<file path="config.mk">
export PLATFORM = sky130hd
export DESIGN_NAME = instr_pack
export DESIGN_NICKNAME = d
export VERILOG_FILES = /design/src/rtl/instr_pack.sv
export SDC_FILE = /design/constraint.sdc
export NUM_CORES = 1
export LEC_CHECK = 0
export BUFFER_PORTS_ARGS = -buffer_cell sky130_fd_sc_hd__buf_4
export CAP_MARGIN = 25
export CORE_MARGIN = 2
export CORE_UTILIZATION = 55
export CTS_CLUSTER_SIZE = 10
export DETAILED_ROUTE_END_ITERATION = 10
export PLACE_DENSITY = 0.82
export SKIP_CTS_REPAIR_TIMING = 1
export SKIP_LAST_GASP = 1
export SLEW_MARGIN = 5
export SYNTH_ARGS = -nofsm -noshare
export SYNTH_HDL_FRONTEND = slang
export SYNTH_SLANG_ARGS = --single-unit
</file>
<file path="constraint.sdc">
create_clock -name i_clk -period 3.6 [get_ports i_clk]
set_input_delay 0.36 -clock i_clk [delete_from_list [all_inputs] [get_ports i_clk]]
set_output_delay 0.36 -clock i_clk [all_outputs]
set_load 0.01 [all_outputs]
</file>
<file path="src/rtl/instr_pack.sv">
// ============================================================================
// instr_pack: packs decoded instruction fields into 32-bit words, buffers them
// in a FIFO and drains them to the instruction-memory write port.  Rev 1.0
// ============================================================================
`default_nettype none

module instr_pack #(
  parameter int DEPTH = 4,
  parameter int AW    = 8
) (
  input  logic          i_clk,
  input  logic          i_rst,
  input  logic          i_start,
  input  logic [AW-1:0] i_base,
  input  logic          i_valid,
  output logic          o_ready,
  input  logic [1:0]    i_fmt,
  input  logic [5:0]    i_code,
  input  logic [4:0]    i_ri,
  input  logic [4:0]    i_rj,
  input  logic [4:0]    i_rk,
  input  logic [10:0]   i_func,
  input  logic [15:0]   i_imme_2,
  input  logic [25:0]   i_imme_0,
  input  logic          i_last,
  input  logic          i_stall,
  output logic          o_we,
  output logic [AW-1:0] o_addr,
  output logic [31:0]   o_wdata,
  output logic          o_done,
  output logic          o_err,
  output logic [AW:0]   o_count
);

  localparam int PW = $clog2(DEPTH);
  localparam logic [PW:0]   PTR_ONE  = (PW+1)'(1);
  localparam logic [AW-1:0] ADDR_ONE = AW'(1);
  localparam logic [AW:0]   CNT_ONE  = (AW+1)'(1);

  typedef enum logic [1:0] {
    IDLE = 2'd0,
    LOAD = 2'd1,
    DONE = 2'd2
  } state_t;

  state_t        state;
  state_t        state_nx;
  logic [31:0]   mem [DEPTH];
  logic [PW:0]   wr_ptr;
  logic [PW:0]   rd_ptr;
  logic [AW-1:0] addr_ptr;
  logic          last_seen;
  logic          full;
  logic          empty;
  logic          accept;
  logic          push;
  logic          pop;
  logic          init;
  logic [31:0]   packed_word;

  // Extra pointer bit distinguishes full from empty when indices coincide.
  assign full   = (wr_ptr[PW] != rd_ptr[PW]) && (wr_ptr[PW-1:0] == rd_ptr[PW-1:0]);
  assign empty  = (wr_ptr == rd_ptr);
  assign o_ready = (state == LOAD) && !full && !last_seen;
  assign accept = i_valid && o_ready;
  assign push   = accept && (i_fmt != 2'b11);
  assign pop    = (state == LOAD) && !empty && !i_stall;
  assign init   = i_start && (state != LOAD);
  assign o_done = (state == DONE);

  always_comb begin
    packed_word = 32'd0;
    case (i_fmt)
      2'b00:   packed_word = {i_code, i_ri, i_rj, i_rk, i_func};
      2'b01:   packed_word = {i_code, i_ri, i_rj, i_imme_2};
      2'b10:   packed_word = {i_code, i_imme_0};
      default: packed_word = 32'd0;
    endcase
  end

  always_ff @(posedge i_clk) begin
    if (i_rst) begin
      state <= IDLE;
    end else begin
      state <= state_nx;
    end
  end

  always_comb begin
    state_nx = state;
    case (state)
      IDLE:    if (i_start) state_nx = LOAD;
      // Once last_seen is set nothing more is accepted, so an empty FIFO
      // also means no pop is happening this cycle.
      LOAD:    if (last_seen && empty) state_nx = DONE;
      DONE:    if (i_start) state_nx = LOAD;
      default: state_nx = IDLE;
    endcase
  end

  always_ff @(posedge i_clk) begin
    if (push) begin
      mem[wr_ptr[PW-1:0]] <= packed_word;
    end
  end

  always_ff @(posedge i_clk) begin
    if (i_rst) begin
      wr_ptr    <= '0;
      rd_ptr    <= '0;
      addr_ptr  <= '0;
      last_seen <= 1'b0;
      o_we      <= 1'b0;
      o_addr    <= '0;
      o_wdata   <= '0;
      o_count   <= '0;
      o_err     <= 1'b0;
    end else begin
      o_we <= 1'b0;
      if (init) begin
        wr_ptr    <= '0;
        rd_ptr    <= '0;
        addr_ptr  <= i_base;
        last_seen <= 1'b0;
        o_count   <= '0;
        o_err     <= 1'b0;
      end else begin
        if (push) begin
          wr_ptr <= wr_ptr + PTR_ONE;
        end
        if (pop) begin
          rd_ptr   <= rd_ptr + PTR_ONE;
          o_we     <= 1'b1;
          o_wdata  <= mem[rd_ptr[PW-1:0]];
          o_addr   <= addr_ptr;
          addr_ptr <= addr_ptr + ADDR_ONE;
          o_count  <= o_count + CNT_ONE;
        end
        if (accept && i_last) begin
          last_seen <= 1'b1;
        end
        if (accept && (i_fmt == 2'b11)) begin
          o_err <= 1'b1;
        end
      end
    end
  end

endmodule

`default_nettype wire

</file>
# --- After elaboration in Yosys (flattened, before gate mapping) ---
# Memories as Yosys holds them, arrays and structs flattened. A register that Yosys moved wholly into a read port is not among the register bits.
# Cells that the tools add are included.
totals:
  latchBits: 0
  word_cells: 58
  mem_bits_rw: 128
  mem_bits_ro: 0
  register_bits: 36
  memories: 1
  output_inout_bits: 53
  in_bits: 90
memory_table:
  columns: ["name", "words", "width", "rd", "rd_ports_with_merged_regs", "wr", "line", "text"]
  rows:
  - ["mem", 4, 32, 1, 1, 1, "48", "logic [31:0] mem [DEPTH];"]
classes:
  eq_ne: 12
  muxes: 9
  n_reduce_logical: 22
  bitwise_logic: 1
  n_lt_le_gt_ge: 0
  mul: 0
  shifts: 0
  n_div: 0
  add_sub_neg: 4
op_table:
  columns: ["operator", "n"]
  rows:
  - ["$pmux W32 S3", 1]
  - ["$mux W8", 2]
  - ["$logic_and A1 B1 Y1", 11]
  - ["$add A9 B1 Y9 const B", 1]
  - ["$add A8 B1 Y8 const B", 1]
  - ["$add A3 B1 Y3 const B", 2]
  - ["$eq A2 B2 Y1 const B", 3]
  - ["$ne A2 B1 Y1 const B", 3]
  - ["$eq A2 B1 Y1 const B", 2]
  - ["$logic_not A1 Y1", 4]
  - ["$logic_not A2 Y1", 2]
  - ["$mux W2", 2]
  - ["$pmux W2 S2", 1]
  - ["$reduce_and A2 Y1", 2]
  - ["$reduce_or A2 Y1", 2]
  - ["$eq A3 B3 Y1", 1]
  - ["$mux W1", 3]
  - ["$eq A2 B2 Y1", 1]
  - ["$ne A2 B2 Y1 const B", 1]
  - ["$reduce_bool A2 Y1", 1]
  - ["$ne A1 B1 Y1", 1]
  - ["$not A1 Y1", 1]

# --- Depth between registers and ports, before layout ---
logic_depth:
  depth_word: 9
  depth_mapped: 8
  depth_no_buf: 5

# --- Worst setup path before layout ---
# No wires, ideal clock.
synth_path:
  path_type: "register to register"
  from: "register rd_ptr[0]"
  to: "memory mem[3][0], enable pin"
  setup_ns: 0.421
  setup_slack_ns: 0.769
  t_required_ns: 3.179
  path_stages_with_launch: 5
  t_arrival_ns: 2.410
  synth_period_minus_slack_ns: 2.831
  path_cell_list: "dfxtp_1 -> buf_4 -> xnor2_1 -> a311o_1 -> nor2_1"
synth_via:
  elab_chain_cells: 9
synth_rtl:
  columns: ["item", "line", "text"]
  rows:
  - ["start: declaration", "50", "logic [PW:0] rd_ptr;"]
  - ["start signal: assignment", "132", "rd_ptr <= rd_ptr + PTR_ONE;"]
  - ["$eq A2 B2 Y1", "62", "assign full = (wr_ptr[PW] != rd_ptr[PW]) && (wr_ptr[PW-1:0] == rd_ptr[PW-1:0]);"]
  - ["$logic_and A1 B1 Y1", "62", null]
  - ["$logic_not A1 Y1", "64", "assign o_ready = (state == LOAD) && !full && !last_seen;"]
  - ["$logic_and A1 B1 Y1 (2 in series)", "64", null]
  - ["$logic_and A1 B1 Y1", "65", "assign accept = i_valid && o_ready;"]
  - ["$logic_and A1 B1 Y1", "66", "assign push = accept && (i_fmt != 2'b11);"]
  - ["$mux W1", "102", "if (push) begin"]
  - ["$mux W1 (not written as such)", "103", "mem[wr_ptr[PW-1:0]] <= packed_word;"]
  - ["end: declaration", "48", null]
# Every way passes these cells.

# --- Worst setup path in the final report ---
layout_path:
  from: "register rd_ptr[0]"
  to: "memory mem[1][8], enable pin"
# Same word-level chain as after synthesis.

==> metrics.yaml <==
run_status:
  outcome: "complete, no violations"
placed_design:
  dp.final_hpwl_um: 11000
  place_area_um2: 9130
  io_buffers: 142
  place.gp.congestion: 0.791
logic_synthesis:
  synth.ff_latch_count: 196
  synth_area_per_cell_um2: 13.1
  synthMuxAreaShare_pct: 11.1
  synth_top_family_by_area: "multiplexers"
  synth-adder-area-share_pct: 1.10
  synthArstFlopShare_pct: 0
  synth_top_flop_cell: "edfxtp_1"
  synth_edf_count: 128
  synth.distinct_cells: 44
  ys_seq_area_share_pct: 65.5
  synthTopCellsByArea: "edfxtp_1 48%, dfxtp_1 17%, mux4_2 9.1%"
  synth_compound_area_share_pct: 8.07
  syn_area_um2: 7950
  synth_top_cell_area_share_pct: 48.3
  synth_nets: 703
  netlist_instances: 606
  synth-xor-area-share_pct: 1.16
  yosysWarningCount: 0
  synthSimpleGateAreaFrac_pct: 9.98
  yosysTopAreaCell: "edfxtp_1"
run:
  drv_cap: 0
layout:
  fill_cells: 919
  mostFrequentLayoutCells: "146 x buf_4, 128 x edfxtp_1, 118 x nand2_1"
  nets: 836
  layout_commonest_cell: "buf_4"
  fin_area_um2: 9820
  final_core_util_pct: 70.2
  drive_above_1_share_pct: 29.7
  n_antenna_cell: 0
  seqCellArea_um2: 5210
  multi_input_area_um2: 2520
  area_delta_synth_final_pct: 23.6
cts:
  cts_tree: "built"
  clock_path_buffers: 2
  clock-sinks: 196
  cts.htree.levels: 4
  clock_latency_ns: 0.42
  cts_buffers: 17
  cts_root_buffer: "clkbuf_16"
  path_clk_slew_ns: 0.07
sta:
  period_share_pct: 76.0
  maxSlewViolCount: 0
  final-hold-violation-count: 0
  max_freq_mhz: 366
  worst_slew_pin_slew_ns: 0.872
  relSlewSlack_pct: 41.9
  fin_crit_ns: 2.73
  rsz0062_at_grt: "false"
  whs_ns: 0.199
  fin_skew_ns: 0.00763
  tns_ns: 0
  setup_viol_count_final: 0
floorplanning:
  rows: 43
  fp.dieH_um: 124
  pin_count: 143
  core_um2: 14000
  die_w_um: 124
  die_area_um2: 15400
  start_util_pct: 56.8
route:
  num_vias: 5448
  drtIter0Drc: 482
  viasPerCell: 5.85
  ant_nets: 0
  drc_errors: 0
  wl_per_cell_um: 18.9
  firstDrtPassIters: 5
  finalWirelength_um: 17600
critical_path:
  worstReg2RegEnd: "mem[1][8]"
  rrSetupSlack_ns: 0.87
  r2r_start: "rd_ptr[0]"
  crit_fanout: 32
  worstPathRequired_ns: 3.65
  cp-start-kind: "register"
  crit_type: "reg2reg"
  arrival_ns: 2.78
  reg2reg_depth: 4
  end_kind: "register"
worst_hold_path:
  whs_path_depth: 3
  hold_path_startpoint: "i_last"
  whs_endpoint: "last_seen"
  hp-class: "in2reg"
global_routing:
  grt_start_max_net_pins: 51
  grt_pass1_vias: 5380
  grt_antenna_before_repair: 0
  grt-ovfl-total: 0
  grt_use_total_pct: 23.0
  grt_pass1_wl_um: 27900
power_and_ir_drop:
  vdd_drop_max_uv: 363
  p_comb_share_pct: 5.4
  clock_power_share_pct: 42.1
  p_int_mw: 3.75
  total_power_mw: 4.67
  seqPwrFrac_pct: 52.5
  power.density_nw_per_um2: 476
  switching_share_pct: 19.7
  p_leak_nw: 3.52
  power.switching_mw: 0.920
## logic make-up (layout without fill, tap and decap cells)
family,count (synthesis),in the layout
AND/OR/NAND/NOR,179,179
multiplexers,48,48
XOR/XNOR,8,8
flip-flops,196,196
adder cells (fa/ha/maj),7,7
buffers and inverters,56,202
AO/OA/AOI/OAI,112,112
## power by group through the flow
stage          clock network, mW  registers, mW  logic (mW)
2_1_floorplan                  0           2.50       0.123
3_3_place_gp                   0           2.50       0.233
3_5_place_dp                   0           2.50       0.245
4_1_cts                     1.99           2.45       0.249
5_1_grt                     2.07           2.45       0.275
6_report                    1.97           2.45       0.251
## registers in the layout, summed over array words and instances (netlist names)
signal     flops
last_seen      1
state          2
wr_ptr         3
mem          128
rd_ptr         3
o_we           1
addr_ptr       8
o_err          1
o_count        9
o_addr         8
o_wdata       32
## layout make-up
cell class | instances | area share (%)
Clock buffer | 24 | 4.80
Clock inverter | 8 | 1.52
Inverter | 20 | 0.764
Multi-Input combinational cell | 354 | 25.7
Sequential cell | 196 | 53.0
Tap cell | 180 | 2.29
Timing Repair Buffer | 150 | 11.9
## worst max-delay path by stage
stage | start | end | slack [ns] | depth (start not counted)
global placement | rd_ptr[0] | mem[1][10] | 1.04 | 4
detailed placement | rd_ptr[0] | mem[1][4] | 0.90 | 4
finish | rd_ptr[0] | mem[1][8] | 0.87 | 4
CTS | rd_ptr[0] | mem[1][0] | 0.82 | 4
global route | rd_ptr[0] | mem[0][0] | 0.73 | 4
floorplan | rd_ptr[0] | mem[3][0] | 0.77 | 4
## worst max-delay path: stages (launching register included)
cell and delay [ns]:
dfxtp_2 0.59, xnor2_1 0.16, a311o_1 0.49, nor3_1 0.31, and2_2 0.78
## synth_stat cells, types with 2 or more instances
master       n
o21ai_0     33
nand4_1      3
ha_1         7
nor2b_1      3
a31oi_1      5
edfxtp_1   128
and2_1      10
nor2_1      15
mux4_2      32
a311oi_1     5
nand3_1      9
nand2_1    118
buf_4        6
a21oi_1     51
inv_1       20
buf_2        7
nor4_1       2
xnor2_1      4
mux2i_1     16
o31ai_1      7
or3_1        6
buf_1        2
xor2_2       3
a2bb2oi_1    2
dfxtp_1     68
or4_1        7
clkbuf_1    20
## metal layers
metal	up-vias	GRT usage (%)	routed length (µm)
met2	275	38.5	8950
met5	-	0	0
met1	2654	29.4	6980
met3	26	4.65	1370
li1	2493	-	-
met4	0	9.65	346
## stage by stage
stage,setup WS [ns],std cells
floorplan,0.769,606
global placement,1.04,896
detailed placement,0.902,896
CTS,0.823,928
global route,0.730,932
finish,0.866,932
(Power assumes the default switching activity.)
